[config.mk]
export PLATFORM = sky130hd
export DESIGN_NAME = conv_enc_frame_flat
export DESIGN_NICKNAME = d
export VERILOG_FILES = /design/src/rtl/conv_enc_frame_if.sv /design/src/rtl/conv_enc_frame.sv /design/src/flat_wrapper.sv
export SDC_FILE = /design/constraint.sdc
export NUM_CORES = 1
export LEC_CHECK = 0
export BUFFER_PORTS_ARGS = -buffer_cell sky130_fd_sc_hd__buf_2
export CAP_MARGIN = 25
export CORE_MARGIN = 1
export CORE_UTILIZATION = 30
export CTS_CLUSTER_SIZE = 12
export DETAILED_ROUTE_END_ITERATION = 10
export GPL_ROUTABILITY_DRIVEN = 0
export GPL_TIMING_DRIVEN = 1
export SKIP_CTS_REPAIR_TIMING = 1
export SLEW_MARGIN = 10
export SYNTH_ARGS = -nofsm -noshare
export SYNTH_HDL_FRONTEND = slang
export SYNTH_SLANG_ARGS = --single-unit
[constraint.sdc]
create_clock -name clock -period 4.85 [get_ports clock]
set_clock_uncertainty 0.05 [all_clocks]
set_input_delay 0.2425 -clock clock [delete_from_list [all_inputs] [get_ports clock]]
set_output_delay 0.2425 -clock clock [all_outputs]
set_load 0.01 [all_outputs]
[src/rtl/conv_enc_frame_if.sv]
// Handshake/bus bundle for conv_enc_frame: message input side and encoded symbol output side.
interface conv_enc_frame_if #(
  parameter int N     = 2,
  parameter int CNT_W = 16
);
  logic             in_valid;
  logic             in_ready;
  logic             Ux;
  logic             out_valid;
  logic [N-1:0]     Vx;
  logic             sof;
  logic             tb_en;
  logic [CNT_W-1:0] blk_cnt;

  modport master (
    output in_valid, Ux,
    input  in_ready, out_valid, Vx, sof, tb_en, blk_cnt
  );
  modport slave (
    input  in_valid, Ux,
    output in_ready, out_valid, Vx, sof, tb_en, blk_cnt
  );
endinterface

[src/rtl/conv_enc_frame.sv]
// Rate-1/N, constraint-length-K convolutional encoder with K-1 zero-tail block framing.
// Optional ERR_INJ_EN adds an err_mask port that XORs deterministic bit errors into Vx.
module conv_enc_frame #(
  parameter int               N         = 2,
  parameter int               K         = 3,
  parameter logic [N*K-1:0]   GEN       = 6'b101_111,
  parameter int               BLOCK_LEN = 20,
  parameter int               CNT_W     = 16
) (
  input  logic          clock,
  input  logic          reset,
`ifdef ERR_INJ_EN
  input  logic [N-1:0]  err_mask,
`endif
  conv_enc_frame_if.slave bus
);
  localparam int BW = $clog2(BLOCK_LEN) + 1;
  localparam int TW = $clog2(K) + 1;
  localparam logic [BW-1:0] LAST_BIT  = BW'(BLOCK_LEN - 1);
  localparam logic [TW-1:0] LAST_TAIL = TW'(K - 2);

  typedef enum logic {DATA, TAIL} state_t;

  state_t           state, state_n;
  logic [K-2:0]     sr;
  logic [BW-1:0]    bit_cnt;
  logic [TW-1:0]    tail_cnt;
  logic [CNT_W-1:0] blk_cnt;
  logic [N-1:0]     vx_q, vx_next, vx_load;
  logic             out_valid_q, sof_q, tb_en_q;

  logic       accept, tail_step, step, u, last_bit, last_tail;
  logic [K-1:0] w;

  always_ff @(posedge clock) begin
    if (!reset) state <= DATA;
    else        state <= state_n;
  end

  always_comb begin
    state_n   = state;
    accept    = bus.in_valid && (state == DATA);
    tail_step = (state == TAIL);
    step      = accept || tail_step;
    u         = (state == DATA) ? bus.Ux : 1'b0;
    last_bit  = (bit_cnt == LAST_BIT);
    last_tail = (tail_cnt == LAST_TAIL);
    case (state)
      DATA:    if (accept && last_bit) state_n = TAIL;
      TAIL:    if (last_tail)          state_n = DATA;
      default: state_n = DATA;
    endcase
  end

  assign w = {u, sr};

  // One parity tree per generator polynomial
  for (genvar j = 0; j < N; j++) begin : g_gen
    assign vx_next[j] = ^(GEN[j*K +: K] & w);
  end

`ifdef ERR_INJ_EN
  assign vx_load = vx_next ^ err_mask;
`else
  assign vx_load = vx_next;
`endif

  always_ff @(posedge clock) begin
    if (!reset) begin
      sr          <= '0;
      bit_cnt     <= '0;
      tail_cnt    <= '0;
      blk_cnt     <= '0;
      vx_q        <= '0;
      out_valid_q <= 1'b0;
      sof_q       <= 1'b0;
      tb_en_q     <= 1'b0;
    end else begin
      out_valid_q <= step;
      sof_q       <= accept && (bit_cnt == '0);
      tb_en_q     <= tail_step && last_tail;
      if (step) begin
        vx_q <= vx_load;
        sr   <= w[K-1:1];
      end
      if (accept) bit_cnt <= last_bit ? '0 : bit_cnt + BW'(1);
      if (tail_step) begin
        tail_cnt <= last_tail ? '0 : tail_cnt + TW'(1);
        if (last_tail) blk_cnt <= blk_cnt + CNT_W'(1);
      end
    end
  end

  assign bus.in_ready  = (state == DATA);
  assign bus.out_valid = out_valid_q;
  assign bus.Vx        = vx_q;
  assign bus.sof       = sof_q;
  assign bus.tb_en     = tb_en_q;
  assign bus.blk_cnt   = blk_cnt;
endmodule
[src/flat_wrapper.sv]
// flat-port wrapper written by rule: the top's interface ports become plain ports
module conv_enc_frame_flat 
#(
  parameter int               N         = 2,
  parameter int               K         = 3,
  parameter logic [N*K-1:0]   GEN       = 6'b101_111,
  parameter int               BLOCK_LEN = 20,
  parameter int               CNT_W     = 16
)
  (clock, reset, bus_in_valid, bus_Ux, bus_in_ready, bus_out_valid, bus_Vx, bus_sof, bus_tb_en, bus_blk_cnt);
  conv_enc_frame_if #(.N(N), .CNT_W(CNT_W)) bus_i ();
  input  logic clock;
  input  logic reset;
  input wire logic [$bits(bus_i.in_valid)-1:0] bus_in_valid;
  input wire logic [$bits(bus_i.Ux)-1:0] bus_Ux;
  output wire logic [$bits(bus_i.in_ready)-1:0] bus_in_ready;
  output wire logic [$bits(bus_i.out_valid)-1:0] bus_out_valid;
  output wire logic [$bits(bus_i.Vx)-1:0] bus_Vx;
  output wire logic [$bits(bus_i.sof)-1:0] bus_sof;
  output wire logic [$bits(bus_i.tb_en)-1:0] bus_tb_en;
  output wire logic [$bits(bus_i.blk_cnt)-1:0] bus_blk_cnt;
  assign bus_i.in_valid = bus_in_valid;
  assign bus_i.Ux = bus_Ux;
  assign bus_in_ready = bus_i.in_ready;
  assign bus_out_valid = bus_i.out_valid;
  assign bus_Vx = bus_i.Vx;
  assign bus_sof = bus_i.sof;
  assign bus_tb_en = bus_i.tb_en;
  assign bus_blk_cnt = bus_i.blk_cnt;
  conv_enc_frame #(.N(N), .K(K), .GEN(GEN), .BLOCK_LEN(BLOCK_LEN), .CNT_W(CNT_W)) u_core (.clock(clock), .reset(reset), .bus(bus_i));
endmodule
==> qor.yml, run 1 <==
yosysMostFrequentCell: "dfxtp_1"
die_w_um: 72.3
port_buffers: 25
cp_max_fo: 15
coreArea_um2: 4750
p_clk_share_pct: 50.4
ys.flop_type: "dfxtp_1"
post-dp-hpwl_um: 1980
avgSynthCellArea_um2: 8.58
cp-end-kind: "flip-flop"
synthCells: 173
drv_slew: 0
power.density_nw_per_um2: 339
pwr-share-seq_pct: 45.9
async_flop_share_pct: 0
synthSimpleGateAreaFrac_pct: 27.2
postRouteAntennaNets: 0
setup_violations: 0
start_util_pct: 31.2
post_drt_via_cell_ratio: 4.73
synth_area_um2: 1480
critPathKind: "reg2reg"
synth.top_cell.area_share_pct: 44.5
layout-drive-gt1-share_pct: 18.7
fin_crit_sh_pct: 42.2
antennaDiodeCount: 0
hold_class: "in2reg"
ys_ff_latch: 33
synth_edf_count: 0
grt_usage_pct: 12.5
grt_pass1_wl_um: 5040
slowest_delay_ns: 0.58
worst_pin_slew_ns: 0.773
grt_pass1_vias: 1108
instances_no_fill: 265
syn-num-nets: 180
grt_setup_unrepaired: "false"
row_count: 25
min_period_ns: 2.05
antenna_found_initial: 0
yosys-top-cells-count: "dfxtp_1 (33), nand2_1 (20), nor2_1 (17), a21oi_1 (13), xor2_1 (9)"
cap_violations: 0
slew_headroom_pct: 48.4
clockBufferDepth: 2
cts_max_level: 2
ys_types: 40
reg2reg_depth: 4
clock_latency_ns: 0.28
finalNetCount: 204
drt-initial-drc-count: 47
root_buffer: "clkbuf_8"
ios: 26
post_synth_fa_ha_maj_area_fraction_pct: 2.53
ys_seq_area_share_pct: 44.5
drc: 0
finalHoldViolations: 0
netlist_top_cells_area: "dfxtp_1 (45%), xor2_1 (5.3%), nand2_1 (5.1%), a21oi_1 (4.4%), nor2_1 (4.3%)"
ir_worst_vdd_mv: 0.198
cp.required_ns: 5.01
syn_to_final_growth_pct: 20.3
status: "finished clean"
cts_tree: "done"
yosys_warnings: 0
min_delay_path_depth: 2
synth_top_family_by_area: "simple AND/OR/NAND/NOR gates"
die_area_um2: 5230
grt_max_degree: 26
placedCellCount: 257
p_leak_nw: 0.712
synth_compound_area_share_pct: 13.1
tns_ns: 0
netSwitchingPower_w: 0.000118
wl_per_cell_um: 11.3
p_int_w: 0.000487
max_freq_mhz: 488
cp.arrival_ns: 2.21
clk_pin_slew_ns: 0.07
critPathSlowestCell: "dfxtp_1"
crit_chain: "and4bb_1, nand3_2, or3_2, a21oi_1"
cts_num_sinks: 33
die_h_um: 72.3
synthMuxAreaShare_pct: 1.35
gr-total-overflow: 0
via_count: 1253
drt_pass1_iterations: 4
cts_buffers: 5
synth-xor-area-share_pct: 6.49
swShare_pct: 19.5
wl_um: 2990
p_comb_share_pct: 3.7
yosys.area.top_type: "dfxtp_1"
startpoint_type: "flip-flop"
==> area by class of cell <==
type / count / area (um2)
Clock inverter: 3 / 65.1
Multi-Input combinational cell: 124 / 752
Timing Repair Buffer: 25 / 125
Fill cell: 510 / 2970
Clock buffer: 5 / 68.8
Tap cell: 67 / 83.8
Sequential cell: 33 / 661
Inverter: 8 / 30.0
==> registers in the layout, summed over array words and instances, names as in the netlist <==
name	count
u_core.bus.sof	1
u_core.bus.blk_cnt	16
u_core.tail_cnt	3
u_core.sr	2
u_core.bit_cnt	6
u_core.bus.Vx	2
u_core.state	1
u_core.bus.out_valid	1
u_core.bus.tb_en	1
==> metal layers <==
metal / share of wire (%) / track usage [%] / vias up / routed length [um]
met1: 53 / 16.7 / 570 / 1580
met5: 0 / 0 / - / 0
li1: - / - / 657 / -
met4: 0.87 / 5.23 / 0 / 26
met3: 5.1 / 5.42 / 2 / 152
met2: 41 / 17.7 / 24 / 1240
==> through the flow <==
step                      area [um2]  setup slack (ns)  hold WS, ns  utilization, %  total power (W)
final                           1790              2.80        0.244            37.6         0.000605
after detailed placement        1650              2.82        0.412            34.7         0.000307
after CTS                       1790              2.80        0.239            37.6         0.000613
after global placement          1650              2.89        0.411            34.7         0.000307
after floorplan                 1480              3.16        0.348               -         0.000300
after global routing            1790              2.58        0.246            37.6         0.000629
==> final timing paths <==
kind | startpoint | end | slack [ns]
setup / recovery | u_core.state | u_core.bus.blk_cnt[10] | 2.80
hold / removal | reset | u_core.bus.blk_cnt[11] | 0.24
setup reg to reg | u_core.state | u_core.bus.blk_cnt[10] | 2.80
hold reg to reg | u_core.bus.blk_cnt[15] | u_core.bus.blk_cnt[15] | 0.42
==> power by group through the flow <==
stage / Combinational (W) / Clock (W) / Sequential, W
floorplan: 0.0000149 / 0 / 0.000285
global placement: 0.0000228 / 0 / 0.000284
detailed placement: 0.0000224 / 0 / 0.000284
CTS: 0.0000226 / 0.000313 / 0.000278
global route: 0.0000255 / 0.000325 / 0.000278
finish: 0.0000222 / 0.000305 / 0.000278
==> worst max-delay path, delay by kind of cell, from the launching register on <==
family / cells / cell delay (ns)
compound gates: 1 / 0.14
flops: 1 / 0.58
simple gates: 3 / 1.20
==> cells in the final DEF (no fill, tap or decap), types with 4 or more instances in the layout <==
cell / n
xor2_1: 9
or4_1: 5
nand3_1: 7
nand4_1: 5
dfxtp_1: 33
nor2_1: 17
a21oi_1: 13
o21ai_0: 5
nand2_1: 20
buf_2: 25
inv_1: 8
clkbuf_8: 5
nor3_1: 4
==> cells by family after synthesis <==
kind of cell / after synthesis
AND/OR/NAND/NOR: 76
flip-flops: 33
AO/OA/AOI/OAI: 32
buffers and inverters: 16
XOR/XNOR: 11
adder cells (fa/ha/maj): 3
multiplexers: 2
No activity file was read; power rests on OpenSTA's default activity.
==> inputs of run 2 (changes only) <==
Clock period 4.85 ns to 2.1 ns, I/O delays scaled along.
==> run 2 against run 1 <==
Register-to-register slack worse by 2.5 ns. Sequential share of layout area is 0.052 points higher. Global-route usage fell by 0.53 points. Final area is 0.14% lower.
==> qor.yml, run 2 (synthesis gave the netlist of run 1 again) <==
p_int_w: 0.000951  # +95%
postRouteAntennaNets: 0  # unchanged
utilization_pct: 37.5  # -0.053 points
cp-end-kind: "flip-flop"
netSwitchingPower_w: 0.000268  # +130%
clock_latency_ns: 0.28  # about the same
layout_common_cells: "dfxtp_1 (33), buf_2 (25), nand2_1 (20)"
p_clk_share_pct: 43.0  # -7.4 points
die_area_um2: 5230  # unchanged
swShare_pct: 22.0  # +2.4 points
post_drt_via_cell_ratio: 4.73  # about the same
p_leak_nw: 0.719  # +1.0%
layout-drive-gt1-share_pct: 20.3  # +1.6 points
via_count: 1273  # +1.6%
cts_num_sinks: 33  # unchanged
antennaDiodeCount: 0  # unchanged
p_comb_share_pct: 4.3  # +0.6 points
pwr-share-seq_pct: 52.6  # +6.7 points
coreArea_um2: 4750  # unchanged
grt_setup_unrepaired: "false"
startpoint_type: "flip-flop"
cts_max_level: 2  # unchanged
cts_tree: "done"
clockBufferDepth: 2  # unchanged
wl_um: 2910  # -2.7%
min_period_ns: 1.76  # -0.293 ns
syn_to_final_growth_pct: 20.2
finalNetCount: 208  # +2.0%
cp_max_fo: 11  # -4
cts_buffers: 5  # unchanged
worst_pin_slew_ns: 0.519  # -0.254 ns
nFillCells: 529  # +3.7%
wl_per_cell_um: 10.8  # -4.1%
root_buffer: "clkbuf_8"
drt-initial-drc-count: 59  # +26%
top_register: "u_core.bus.blk_cnt"
clk_pin_slew_ns: 0.07  # about the same
cp.arrival_ns: 1.92  # -0.29 ns
die_h_um: 72.3  # unchanged
gr-total-overflow: 0  # unchanged
power.density_nw_per_um2: 684  # +100%
grt_usage_pct: 12.0  # -0.53 points
antenna_found_initial: 0  # unchanged
drc: 0  # unchanged
reg.largest.list: "u_core.bus.blk_cnt: 16 flops, u_core.bit_cnt: 6 flops, u_core.tail_cnt: 3 flops"
port_buffers: 25  # unchanged
max_freq_mhz: 570  # +17%
cap_violations: 0  # unchanged
fin_crit_sh_pct: 83.6  # +41 points
slew_headroom_pct: 64.9  # +16 points
grt_pass1_wl_um: 4820  # -4.4%
largest_reg_flops: 16  # unchanged
drt_pass1_iterations: 4  # unchanged
setup_violations: 0  # unchanged
cp.required_ns: 2.27  # -2.74 ns
grt_max_degree: 19  # -27%
holdWs_ns: 0.0912  # -0.153 ns
tns_ns: 0  # unchanged
final_common_cell: "dfxtp_1"
status: "finished clean"
critPathKind: "reg2reg"
start_util_pct: 31.2  # unchanged
post-dp-hpwl_um: 2050  # +3.6%
grt_pass1_vias: 1078  # -2.7%
die_w_um: 72.3  # unchanged
ir_worst_vdd_mv: 0.295  # +49%
hold_class: "in2reg"
drv_slew: 0  # unchanged
total_power_w: 0.00122  # +100%
row_count: 25  # unchanged
finalHoldViolations: 0  # unchanged
ios: 26  # unchanged
-- run 2: changes by cell type in the layout (fill, tap and decap cells not counted) --
cell / change
buf_4: +4
bufinv_16: -2
clkbuf_8: +2
-- run 2: stage by stage --
stage	instance area (um2)	instances	setup WS, ns
3_5_place_dp	1680	261	0.342
6_report	1780	269	0.345
3_3_place_gp	1680	261	0.413
4_1_cts	1780	269	0.328
5_1_grt	1780	269	0.217
2_1_floorplan	1480	173	0.411
-- run 2: path summary, 6_finish.rpt --
check | from | endpoint | slack [ns] | cells after the start
min | bus_Ux | u_core.sr[1] | 0.09 | 3
max reg2reg | u_core.bus.blk_cnt[3] | u_core.bus.blk_cnt[13] | 0.34 | 4
min reg2reg | u_core.bus.blk_cnt[15] | u_core.bus.blk_cnt[15] | 0.42 | 2
max | u_core.bus.blk_cnt[3] | u_core.bus.blk_cnt[13] | 0.34 | 4
-- run 2: power by group through the flow --
stage	clock network [W]	registers (W)	logic, W
final	0.000524	0.000642	0.0000530
after CTS	0.000547	0.000641	0.0000539
after floorplan	0	0.000658	0.0000344
after global placement	0	0.000656	0.0000534
after global routing	0.000576	0.000643	0.0000595
after detailed placement	0	0.000656	0.0000538
-- run 2: area by class of cell --
cell class | count | area (um2) | area share (%)
Clock inverter | 1 | 5.00 | 0.281
Inverter | 8 | 30.0 | 1.68
Multi-Input combinational cell | 124 | 752 | 42.2
Clock buffer | 7 | 96.3 | 5.40
Sequential cell | 33 | 661 | 37.1
Timing Repair Buffer | 29 | 155 | 8.70
Tap cell | 67 | 83.8 | 4.70
-- run 2: worst max-delay path: stages (launching register included) --
cell and delay, ns:
dfxtp_1 0.42, and4_4 0.26, nand4_2 0.24, or4_1 0.56
a21oi_1 0.16
-- run 2: routing by layer --
| metal | track usage [%] | routed length [um] |
|---|---|---|
| met1 | 16.5 | 1570 |
| met2 | 16.2 | 1130 |
| met3 | 3.89 | 147 |
| met4 | 7.19 | 72 |
| met5 | 0 | 0 |
==> inputs of run 3 (changes only) <==
Clock period 2.1 ns to 1.55 ns, I/O delays scaled along.
==> run 3 against run 2 <==
Flip-flop and latch count is the same. Clock power grew 21%. Register-to-register slack lost 0.28 ns. Sequential share of layout area shrank 2.9 points. Die area is the same. Via count grew 5.8%. Final area grew 11%. Clock-buffer cell count grew 1. Setup slack lost 0.28 ns. Global-route usage grew 2.0 points. Power grew 29%. Final cell count grew 7.4%. Critical endpoint is now u_core.bus.blk_cnt[10]. Largest cell class unchanged.
==> qor.yml, run 3 (synthesis gave the netlist of run 1 again) <==
status: "finished clean"
cp_max_fo: 9  # -2
placedCellCount: 276  # +5.7%
hold_class: "in2reg"
setup_violations: 0  # unchanged
ios: 26  # unchanged
cts_max_level: 2  # unchanged
die_area_um2: 5230  # unchanged
root_buffer: "clkbuf_8"
ir_worst_vdd_mv: 0.473  # +61%
crit_chain: "and4bb_4, nand3_4, or3_2, a21oi_2"
die_h_um: 72.3  # unchanged
grt_max_degree: 19  # unchanged
wl_per_cell_um: 11.8  # +9.0%
postRouteAntennaNets: 0  # unchanged
drc: 0  # unchanged
max_freq_mhz: 671  # +18%
min_period_ns: 1.49  # -0.266 ns
layout_common_cells: "dfxtp_1 (29), buf_2 (25), buf_4 (23)"
grt.busiest_layer: "met2"
cp.required_ns: 1.73  # -0.54 ns
row_count: 25  # unchanged
grt_pass1_wl_um: 5590  # +16%
fin_crit_sh_pct: 96.1  # +13 points
nFillCells: 512  # -3.2%
path_buf_inv: 0  # unchanged
multiInputGateArea_um2: 807  # +7.3%
cts_tree: "done"
largest_reg_flops: 16  # unchanged
grtUsageMet2_pct: 20.2  # +4.0 points
coreArea_um2: 4750  # unchanged
syn_to_final_growth_pct: 32.9
finalNetCount: 228  # +9.6%
cts_num_sinks: 33  # unchanged
final_common_cell: "dfxtp_1"
r2r_slack_ns: 0.06  # -0.28 ns
power.density_nw_per_um2: 799  # +17%
cts_buffers: 5  # unchanged
die_w_um: 72.3  # unchanged
startpoint_type: "flip-flop"
fin_area_um2: 1970  # +11%
antennaDiodeCount: 0  # unchanged
antenna_found_initial: 0  # unchanged
clockBufferDepth: 2  # unchanged
cp.arrival_ns: 1.67  # -0.25 ns
holdWs_ns: 0.0677  # -0.0236 ns
final-seq-area_um2: 673  # +1.9%
gr-total-overflow: 0  # unchanged
finalHoldViolations: 0  # unchanged
start_util_pct: 31.2  # unchanged
place_area_um2: 1820  # +8.0%
port_buffers: 25  # unchanged
via_count: 1347  # +5.8%
worst_pin_slew_ns: 0.418  # -0.102 ns
critPathSlowestCell: "or3_2"
cap_violations: 0  # unchanged
layout-drive-gt1-share_pct: 31.1  # +11 points
grt_usage_pct: 14.1  # +2.0 points
clk_pin_slew_ns: 0.07  # about the same
cp-end-kind: "flip-flop"
grt_pass1_vias: 1251  # +16%
place_ws_ns: 0.0171  # -0.325 ns
slew_headroom_pct: 72.1  # +7.2 points
reg.largest.list: "u_core.bus.blk_cnt: 16 flops, u_core.bit_cnt: 6 flops, u_core.tail_cnt: 3 flops"
critPathKind: "reg2reg"
utilization_pct: 41.5  # +4.0 points
drt_pass1_iterations: 4  # unchanged
clock_latency_ns: 0.29  # about the same
grtUsageMet1_pct: 17.7  # +1.2 points
use_met3_pct: 4.44  # +0.56 points
p_leak_nw: 0.819  # +14%
cp_top_family: "simple AND/OR/NAND/NOR gates"
wl_um: 3410  # +17%
post_drt_via_cell_ratio: 4.66  # -1.5%
slowest_delay_ns: 0.44  # -0.12 ns
instances_no_fill: 289  # +7.4%
drv_slew: 0  # unchanged
top_register: "u_core.bus.blk_cnt"
finalWorstSetupSlack_ns: 0.0603  # -0.284 ns
drt-initial-drc-count: 59  # unchanged
post-dp-hpwl_um: 2210  # +7.8%
==> run 3: cell count changes in the layout (fill, tap and decap cells not counted), sizes merged <==
cell / change
buf: +19
clkbuf: +1
nand4: +1
clkinv: -1
==> run 3: final timing paths <==
check                           endpoint                    from  cells past startpoint
setup / recovery  u_core.bus.blk_cnt[10]      u_core.tail_cnt[2]                      4
hold / removal              u_core.sr[1]                  bus_Ux                      3
setup reg to reg  u_core.bus.blk_cnt[10]      u_core.tail_cnt[2]                      4
hold reg to reg   u_core.bus.blk_cnt[15]  u_core.bus.blk_cnt[15]                      2
==> run 3: metrics by stage <==
stage | power (W) | setup TNS, ns
6_report | 0.00158 | 0
5_1_grt | 0.00165 | -0.0502
4_1_cts | 0.00160 | 0
3_5_place_dp | 0.000961 | 0
3_3_place_gp | 0.000960 | 0
2_1_floorplan | 0.000933 | 0
==> run 3: worst reg2reg max path, delay by kind of cell, from the launching register on <==
family | cells | cell delay [ns]
AND/OR/NAND/NOR | 3 | 0.93
flip-flops | 1 | 0.31
AO/OA/AOI/OAI | 1 | 0.14
==> run 3: final cells by class <==
cell class | count | share of cell area, %
Clock buffer | 8 | 4.06
Inverter | 8 | 1.52
Multi-Input combinational cell | 125 | 40.9
Sequential cell | 33 | 34.1
Tap cell | 67 | 4.25
Timing Repair Buffer | 48 | 15.1
==> run 3: layer usage <==
layer  wire length (um)  part of all wire [%]
met5                  0                     0
met2               1500                    44
met1               1660                    49
met3                163                   4.8
met4                 90                   2.6
==> run 3: power by group <==
part	switching (W)	internal (W)	total (W)
Sequential	0.00000874	0.000856	0.000865
Combinational	0.0000473	0.0000298	0.0000771
Clock	0.000315	0.000319	0.000634
